===== config.mk =====
export PLATFORM = sky130hd
export DESIGN_NAME = scan_sequencer
export DESIGN_NICKNAME = d
export VERILOG_FILES = /design/src/rtl/scan_sequencer.sv
export SDC_FILE = /design/constraint.sdc
export NUM_CORES = 1
export LEC_CHECK = 0
export ABC_AREA = 1
export CAP_MARGIN = 20
export CELL_PAD_IN_SITES_DETAIL_PLACEMENT = 0
export CELL_PAD_IN_SITES_GLOBAL_PLACEMENT = 1
export CORE_MARGIN = 2
export CORE_UTILIZATION = 40
export CTS_CLUSTER_SIZE = 30
export DETAILED_ROUTE_END_ITERATION = 10
export PLACE_DENSITY_LB_ADDON = 0.1
export SLEW_MARGIN = 20
export SYNTH_ARGS = -nofsm -noshare
export SYNTH_HDL_FRONTEND = slang
export SYNTH_SLANG_ARGS = --single-unit

===== constraint.sdc =====
create_clock -name clk_i -period 5.9 [get_ports clk_i]
set_input_delay 1.18 -clock clk_i [delete_from_list [all_inputs] [get_ports clk_i]]
set_output_delay 1.18 -clock clk_i [all_outputs]
set_load 0.1 [all_outputs]

===== src/rtl/scan_sequencer.sv =====
// Scan sequencer: steps a 3-bit select through the enabled channels of an 8-bit mask,
// holding each for dwell+1 cycles. Optional pause input when SCAN_PAUSE_EN is defined.
module scan_sequencer #(
    parameter int unsigned DWELL_W = 4
) (
    input  logic               clk_i,
    input  logic               rst_ni,
    input  logic               start_i,
    input  logic               stop_i,
    input  logic               mode_single_i,
    input  logic [DWELL_W-1:0] dwell_i,
    input  logic [7:0]         mask_i,
`ifdef SCAN_PAUSE_EN
    input  logic               pause_i,
`endif
    output logic               x_o,
    output logic               y_o,
    output logic               z_o,
    output logic               valid_o,
    output logic               busy_o,
    output logic               done_o
);

    typedef enum logic [0:0] {StIdle, StRun} state_e;

    state_e             state_q, state_d;
    logic [2:0]         idx_q, idx_d;
    logic [DWELL_W-1:0] cnt_q, cnt_d;
    logic [DWELL_W-1:0] dwell_q, dwell_d;
    logic               single_q, single_d;
    logic               done_q, done_d;
    logic               hold;

`ifdef SCAN_PAUSE_EN
    assign hold = pause_i;
`else
    assign hold = 1'b0;
`endif

    // Nearest set bit strictly above cur, wrapping 7->0; returns cur if no other bit is set.
    function automatic logic [2:0] next_idx(input logic [2:0] cur, input logic [7:0] m);
        logic [2:0] n;
        logic [2:0] cand;
        n = cur;
        for (int i = 7; i >= 1; i--) begin
            cand = cur + 3'(i);
            if (m[cand]) n = cand;
        end
        return n;
    endfunction

    function automatic logic [2:0] lowest_idx(input logic [7:0] m);
        logic [2:0] n;
        n = 3'd0;
        for (int i = 7; i >= 0; i--) begin
            if (m[i]) n = 3'(i);
        end
        return n;
    endfunction

    logic [2:0] nxt;
    assign nxt = next_idx(idx_q, mask_i);

    always_comb begin
        state_d  = state_q;
        idx_d    = idx_q;
        cnt_d    = cnt_q;
        dwell_d  = dwell_q;
        single_d = single_q;
        done_d   = 1'b0;
        unique case (state_q)
            StIdle: begin
                if (start_i && (mask_i != 8'h00)) begin
                    state_d  = StRun;
                    idx_d    = lowest_idx(mask_i);
                    dwell_d  = dwell_i;
                    single_d = mode_single_i;
                    cnt_d    = '0;
                end
            end
            StRun: begin
                if (stop_i) begin
                    state_d = StIdle;
                    cnt_d   = '0;
                    done_d  = 1'b1;
                end else if (!hold) begin
                    if (cnt_q == dwell_q) begin
                        cnt_d = '0;
                        if ((mask_i == 8'h00) || (single_q && (nxt <= idx_q))) begin
                            state_d = StIdle;
                            done_d  = 1'b1;
                        end else begin
                            idx_d = nxt;
                        end
                    end else begin
                        cnt_d = cnt_q + 1'b1;
                    end
                end
            end
            default: state_d = StIdle;
        endcase
    end

    always_ff @(posedge clk_i or negedge rst_ni) begin
        if (!rst_ni) begin
            state_q  <= StIdle;
            idx_q    <= 3'd0;
            cnt_q    <= '0;
            dwell_q  <= '0;
            single_q <= 1'b0;
            done_q   <= 1'b0;
        end else begin
            state_q  <= state_d;
            idx_q    <= idx_d;
            cnt_q    <= cnt_d;
            dwell_q  <= dwell_d;
            single_q <= single_d;
            done_q   <= done_d;
        end
    end

    assign x_o     = idx_q[2];
    assign y_o     = idx_q[1];
    assign z_o     = idx_q[0];
    assign valid_o = (state_q == StRun);
    assign busy_o  = (state_q == StRun);
    assign done_o  = done_q;

endmodule


# Word level (Yosys, flattened, before mapping)
# Cells that the tools add are included.
dict set report totals {
  ff_bits 14
  inputBits 17
  out_inout_bits 6
  elab_cells 82
}
dict set report classes {
  addsub 8
  n_lt_le_gt_ge 8
  eq_ne 5
  n_mux 47
  n_bitwise 1
  n_reduce_logical 7
}
# cell n
set op_table {}
lappend op_table {{$mux 3} 19}
lappend op_table {{$lt 3x4->1 const B} 7}
lappend op_table {{$bmux 1 s3} 7}
lappend op_table {{$mux 1} 15}
lappend op_table {{$add 3x3->3 const B} 4}
lappend op_table {{$mux 4} 3}
lappend op_table {{$logic_not 8->1} 1}
lappend op_table {{$pmux 4 s2} 1}
lappend op_table {{$reduce_bool 8->1} 1}
lappend op_table {{$add 3x2->3 const B} 2}
lappend op_table {{$ne 2x2->1 const B} 3}
lappend op_table {{$pmux 3 s2} 1}
lappend op_table {{$add 4x1->4 const B} 1}
lappend op_table {{$eq 4x4->1} 1}
lappend op_table {{$reduce_and 4->1} 1}
lappend op_table {{$add 3x1->3 const B} 1}
lappend op_table {{$le 3x3->1} 1}
lappend op_table {{$logic_and 1x1->1} 2}
lappend op_table {{$ne 2x1->1 const B} 1}
lappend op_table {{$pmux 1 s2} 1}
lappend op_table {{$reduce_and 2->1} 1}
lappend op_table {{$logic_or 1x1->1} 1}
lappend op_table {{$not 1->1} 1}

# Longest topological paths before layout
# Gate-level depths: netlist of the first run.
dict set report depth {
  depth_word 17
  depth_mapped 29
  ltp_nobuf 28
}

# Worst setup path after synthesis of the first run
# No wires, ideal clock.
dict set report synth_path {
  path_type {flip-flop to flip-flop}
  from {reg idx_q[0]}
  to {reg idx_q[1]}
  setup_ps 117
  t_arrival_ps 3421
  t_required_ps 5783
  slack_ps 2362
  stages_incl_launch_ff 27
  path_buffers 0
  synth_period_minus_slack_ps 3538
  cell_sequence {dfrtp_1 inv_2 ha_1 inv_2 nand3_1 nand3_1 nand2_1 nand3_1 nand2_1 nand2_1 nand2_1 nand2_1 nand2_1 nand2_1 nand2_1 nand2_1 ha_1 a21oi_1 o21ai_0 nand2_1 nand2_1 nand2_1 nor2_1 o21ai_2 a21oi_1 nand2_1 nand2_1}
}
dict set report synth_between {
  elab_chain_cells 15
  elab_cells_between_ends 37
  cone_classes {add/sub: 7; order compare: 1; eq/ne: 1; mux: 25; reduce/logical: 3}
}
# element line_no
set synth_lines {}
lappend synth_lines {{start: declaration} 27} ;# logic [2:0] idx_q, idx_d;
lappend synth_lines {{start signal: assignment} 114} ;# idx_q <= idx_d;
lappend synth_lines {{$add 3x3->3} 46} ;# cand = cur + 3'(i);
lappend synth_lines {{$bmux 1 s3} 47} ;# if (m[cand]) n = cand;
lappend synth_lines {{$mux 1 (implied by the code)} 47}
lappend synth_lines {{$mux 3 (7 in a row)} 47}
lappend synth_lines {{$le 3x3->1} 89} ;# if ((mask_i == 8'h00) || (single_q && (nxt <= idx_q))) begin
lappend synth_lines {{$logic_and 1x1->1} 89}
lappend synth_lines {{$logic_or 1x1->1} 89}
lappend synth_lines {{$ne 2x2->1 (no line)} n/a}
lappend synth_lines {{$reduce_and 4->1 (no line)} n/a}
# Several ways; a longest one is shown, not always the timed one. The select of a mux whose other input is x is not followed.
# A chain may end at the register's enable or synchronous reset.

# Worst setup path in the final report of the first run
dict set report layout_path {
  from {in mask_i[2]}
  to {reg idx_q[1]}
}
dict set report layout_between {
  elab_chain_cells 14
  elab_cells_between_ends 38
  cone_classes {order compare: 1; eq/ne: 2; mux: 29; reduce/logical: 6}
}
# element line_no
set layout_lines {}
lappend layout_lines {{start: declaration} 12} ;# input logic [7:0] mask_i,
lappend layout_lines {{$bmux 1 s3} 47}
lappend layout_lines {{$mux 1 (implied by the code)} 47}
lappend layout_lines {{$mux 3 (7 in a row)} 47}
lappend layout_lines {{$le 3x3->1} 89}
lappend layout_lines {{$logic_and 1x1->1} 89}
lappend layout_lines {{$logic_or 1x1->1} 89}
lappend layout_lines {{$ne 2x2->1 (no line)} n/a}
lappend layout_lines {{$reduce_and 4->1 (no line)} n/a}
# Several ways; a longest one is shown, not always the timed one. The select of a mux whose other input is x is not followed.

==> metrics, run 1 <==
hold wc startpoint single_q$_DFFE_PN0P_; # rows 21; Mapped Nets between 200 and 250; n_diodes 0; htree depth 1; Post-synth EDFFs 0; status completed; Slew Limit Fails 0; Worst Path Required roughly 6 ns; Die Span Y around 63 um; total of warnings raised by yosys 0; CTS Hold Buffers Added 0; worst-case reg-to-reg path depth 26; worst setup path startpoint mask_i[2]; largest net degree at the start of global routing 15; RD Place Congestion about 0.92; CTS tree yes; Synth Flop Type dfrtp_1; fin nets approximately 270; Unique masters post-synth 29; Avg Inst Size Synth around 6.4 um2; number of global-route vias before repair roughly 1400; GR Util All Layers 0.192; worst hold slack between 0.5 and 0.6 ns; Post-Route WL approximately 3400 um; FILL cells between 300 and 400; global-route wire length before repair between 6000 and 7000 um; Max Fclk approximately 270 MHz; Clk pin slew, worst setup/hold paths about 0.080 ns; Initial Util 0.419; Avg WL per Cell 12.1 um; Worst EP arrival slightly below 4 ns; synth top area cells dfrtp_1 (25%), nand2_1 (21%), nand3_1 (12%); Critical Path End Type flop; post-route clock period utilization 0.624; Tmin final between 3 and 4 ns; biggest cell delay along the critical path 0.55 ns; Post-Synthesis Cells between 200 and 250; Vias about 1400; r2r startpoint idx_q[0]$_DFFE_PN0P_; Setup CP Type input port to flop; Starting DRT DRC Count between 80 and 90; post-synth top area cell dfrtp_1; Area growth syn-to-layout 18.0%; top cell type's share of synthesized area 0.249; # IOs 23; FF+latch area 350 um2; setup bufs post-CTS 0; CP dominant cell by count nand2_1; port buffer count 22; CP max stage cell clkdlybuf4s50_1; max-cap violation count 0; Die Area between 0.004 and 0.005 mm2; core area between 0.003 and 0.004 mm2; Hold Path Depth 1; transition time at the pin with the least slew margin a little under 1 ns; Slew Limit Headroom 0.355; type of origin of the critical path input port; class of the worst hold path flop to flop; Async SR Flop Fraction 1.00; grt ovf 0; CTS sink cnt 14; clk_lat worst skew roughly 0.27 ns; Num CTS Buffers 3; Synth top cells by count nand2_1 (80), nand3_1 (34), inv_1 (18); Antenna Nets Post-Route 0; Setup TNS 0 ns; Hold Violations, Final 0; clock buffer depth 2; RSZ-0062 raised after global routing no; Seq/Total Area, Yosys 0.249; DR DRC count 0; fraction of layout cells with a size suffix above 1 0.108; Post-CTS Resized 0; crit path max fanout 6; Final HPWL DP roughly 2900 um; DR pass1 iterations 4; clock skew approximately 0.008 ns; final setup violation count 0; #FFs+latches synth 14; area of the multi-input gates around 900 um2; clk root buf clkbuf_4; Vias per Instance roughly 5.0; die width around 63 um; initial antenna violation count 0; Post-Syn Area approximately 0.0014 mm2; most common cell in the netlist nand2_1
## state kept, by name (all words and copies together), names as in the netlist
name,count
done_o,1
idx_q,3
cnt_q,4
single_q,1
busy_o,1
dwell_q,4
## layer usage
layer,share of wire,global-route usage,vias up
met5,0,0,-
met4,0.018,0.0734,0
met3,0.019,0.00714,6
met2,0.53,0.366,22
met1,0.43,0.225,655
li1,-,-,750
## layout make-up
| cell class | count | share of cell area |
|---|---|---|
| clock buffers | 3 | 0.0135 |
| repair buffers | 22 | 0.132 |
| flip-flops and latches | 14 | 0.211 |
| well taps | 46 | 0.0346 |
| inverters | 28 | 0.0647 |
| multi-input cells | 173 | 0.544 |
## cells in the final DEF (no fill, tap or decap)
cell,instances
nor2_1,8
xor2_1,5
nand2b_2,1
ha_1,6
xor2_4,1
o21bai_1,1
o311ai_0,1
xnor2_1,1
mux2_2,5
o21ai_0,6
nand2_1,80
a21oi_2,1
clkdlybuf4s50_1,22
inv_1,18
dfrtp_1,14
clkbuf_4,3
nor2_2,1
inv_2,8
inv_4,1
o22ai_1,1
o21ai_2,1
clkinv_1,1
nand2_2,4
nor3_1,2
nor4_1,2
nand3_1,34
o21ai_1,1
a21oi_1,11
## path summary, 6_finish.rpt
check                                         end  slack [ns]
max                          idx_q[1]$_DFFE_PN0P_        2.22
min                          single_q$_DFFE_PN0P_        0.51
max reg2reg                  idx_q[1]$_DFFE_PN0P_        2.31
min reg2reg                  single_q$_DFFE_PN0P_        0.51
max in group asynchronous        done_o$_DFF_PN0_        4.19
min in group asynchronous  dwell_q[1]$_DFFE_PN0P_        1.29
## worst max-delay path: cells and delay by family
| family | cells | cell delay (ns) |
|---|---|---|
| AO/OA/AOI/OAI | 4 | 0.51 |
| buffers and inverters | 1 | 0.55 |
| adder cells (fa/ha/maj) | 1 | 0.31 |
| AND/OR/NAND/NOR | 19 | 1.30 |
## cell families (layout without fill, tap and decap cells)
logic type,Yosys count,count (layout),share of synthesized area
multiplexers,5,5,0.0400
flip-flops,14,14,0.249
AND/OR/NAND/NOR,132,132,0.400
adder cells (fa/ha/maj),6,6,0.0533
AO/OA/AOI/OAI,23,23,0.0924
buffers and inverters,33,53,0.109
XOR/XNOR,7,7,0.0568
## metrics by stage
step	setup WS, ns	std cells	utilization	area, um2
2_1_floorplan	2.36	220	-	1410
3_3_place_gp	2.01	283	0.488	1640
3_5_place_dp	1.90	283	0.488	1640
4_1_cts	2.21	286	0.494	1660
5_1_grt	1.88	286	0.494	1660
6_report	2.22	286	0.494	1660
Power of run 1 is left out: the tool's default activity adds up to more than one toggle a clock period on the data nets, which glitch-free logic cannot reach.
==> run 2: changes to the inputs <==
- CORE_UTILIZATION: 40 -> 34
- clock period: 5.9 -> 3.1 ns (I/O delays scaled with it)
==> metrics, run 2 (same netlist as run 1, synthesis figures left out) <==
status completed; CP dominant cell by count nand2_1; Antenna Nets Post-Route 0 (unchanged); worst-case reg-to-reg path depth 25 (-3.8%); Tmin final ~2.9 ns; flop2flop setup slack 0.24 ns (-2.07 ns); global-route wire length before repair 6770 um (+9.1%); Vias 1561 (+8.9%); worst hold slack 0.529 ns (+0.0140 ns); hold wc startpoint dwell_q[0]$_DFFE_PN0P_; Setup CP Type flop to flop; CTS tree yes; Area growth syn-to-layout 49.3%; post-route clock period utilization 0.921; transition time at the pin with the least slew margin 0.617 ns (-0.347 ns); clock buffer depth 2 (unchanged); clk root buf clkbuf_8; max-cap violation count 0 (unchanged); Starting DRT DRC Count 54 (-36%); CP max stage cell dfrtp_4; Final HPWL DP 3210 um (+12%); Hold EP dwell_q[0]$_DFFE_PN0P_; # rows 23 (+9.5%); die width 68.4 um (+7.9%); Slew Limit Headroom 0.588 (+0.232); largest net degree at the start of global routing 15 (unchanged); CP top delay family simple AND/OR/NAND/NOR gates; clock skew 0.00497 ns (-0.00323 ns); r2r startpoint idx_q[0]$_DFFE_PN0P_; Slew Limit Fails 0 (unchanged); Worst Path Buf+Inv 3 (+2); Num CTS Buffers 3 (unchanged); Vias per Instance 4.88 (-2.6%); final core occ 0.526 (+0.0314); final instance area 0.00210 mm2 (+26%); Die Area 0.00467 mm2 (+16%); Worst path depth 25 (unchanged); CTS Hold Buffers Added 0 (unchanged); final setup violation count 0 (unchanged); Critical Path End Type flop; CTS sink cnt 14 (unchanged); port buffer count 22 (unchanged); n_diodes 0 (unchanged); Hold Violations, Final 0 (unchanged); Avg WL per Cell 12.8 um (+6.2%); RD Place Congestion 0.851 (-7.1%); top flop regs cnt_q: 4 flops, dwell_q: 4 flops, idx_q: 3 flops; Initial Util 0.352 (-0.0667); crit path max fanout 7 (+1); core area 0.00400 mm2 (+19%); GR Util All Layers 0.196 (+0.00378); Clk pin slew, worst setup/hold paths 0.06 ns (-0.02 ns); Post-Route WL 4090 um (+19%); DR DRC count 0 (unchanged); FF-to-FF End idx_q[1]$_DFFE_PN0P_; Die Span Y 68.4 um (+7.9%); grt ovf 0 (unchanged); Hold Path Depth 1 (unchanged); class of the worst hold path flop to flop; post-layout worst setup margin 0.244 ns (-1.97 ns); pre-CTS setup slack -0.270 ns (-2.17 ns); fin nets 294 (+11%); fraction of layout cells with a size suffix above 1 0.356 (+0.247); Max Fclk 350 MHz; initial antenna violation count 0 (unchanged); DR pass1 iterations 4 (unchanged); biggest cell delay along the critical path 0.50 ns (-0.05 ns); clk_lat worst skew 0.24 ns (-0.03 ns); DP Area 0.00186 mm2 (+13%); # IOs 23 (unchanged); Worst Path Required 3.28 ns (-2.79 ns); Worst EP arrival 3.04 ns (-0.81 ns); htree depth 1 (unchanged); most frequent cells in the layout nand2_1 (72), buf_4 (35), nand3_1 (18); number of global-route vias before repair 1474 (+4.2%); commonest non-fill, non-tap cell in the layout nand2_1; type of origin of the critical path flop
run 2: cell types whose count changed in the layout (fill, tap and decap cells not counted), sizes merged:
| cell | change |
|---|---|
| buf | +35 |
| clkbuf | +1 |
| clkdlybuf4s50 | -14 |
| dlygate4sd2 | +2 |
| dlymetal6s2s | +6 |
run 2: per-stage QoR:
step	TNS, ns	cells
final	0	320
after global routing	-0.00584	320
after detailed placement	-0.957	315
after global placement	-0.683	315
after floorplan	0	220
after CTS	0	319
run 2: layer usage:
| metal | track usage | share of wire | vias to the layer above | routed length [um] |
|---|---|---|---|---|
| li1 | - | - | 812 | - |
| met1 | 0.229 | 0.45 | 726 | 1840 |
| met2 | 0.376 | 0.53 | 18 | 2150 |
| met3 | 0.0132 | 0.015 | 5 | 62 |
| met4 | 0.0600 | 0.011 | 0 | 43 |
| met5 | 0 | 0 | - | 0 |
run 2: worst register-to-register path: cells and delay by family, from the launching register on:
kind,cells,cell delay (ns)
simple gates,16,1.11
fa+ha+maj,2,0.53
flops,1,0.50
compound gates,4,0.41
buf+inv,3,0.23
run 2: area by class of cell:
class                      count  area (um2)
clock buffer                   4        55.1
multi-input combinational    173        1080
fill                         419        1900
sequential                    14         358
tap                           50        62.6
inverter                      28         113
timing repair buffer          51         435
run 2: worst max-delay path by stage:
stage	startpoint	end
2_1_floorplan	idx_q[2]$_DFFE_PN0P_	idx_q[1]$_DFFE_PN0P_
3_5_place_dp	mask_i[2]	idx_q[1]$_DFFE_PN0P_
6_report	idx_q[0]$_DFFE_PN0P_	idx_q[1]$_DFFE_PN0P_
3_3_place_gp	mask_i[2]	idx_q[1]$_DFFE_PN0P_
4_1_cts	mask_i[0]	idx_q[1]$_DFFE_PN0P_
5_1_grt	idx_q[1]$_DFFE_PN0P_	idx_q[2]$_DFFE_PN0P_
run 2: repair_timing:
action	CTS	global route
setup buffers	0	1
endpoints found under the setup margin	1	5
resized for setup	2	44
pin swaps	1	11
Power of run 2 is left out for the same reason.
==> run 3: changes to the inputs <==
- CTS_CLUSTER_SIZE: 30 -> 16
- HOLD_SLACK_MARGIN: not set -> 0.1
==> results of run 3 <==
The final DEF is identical to that of run 2; final timing and power are the same.
Power of run 3 is left out for the same reason.
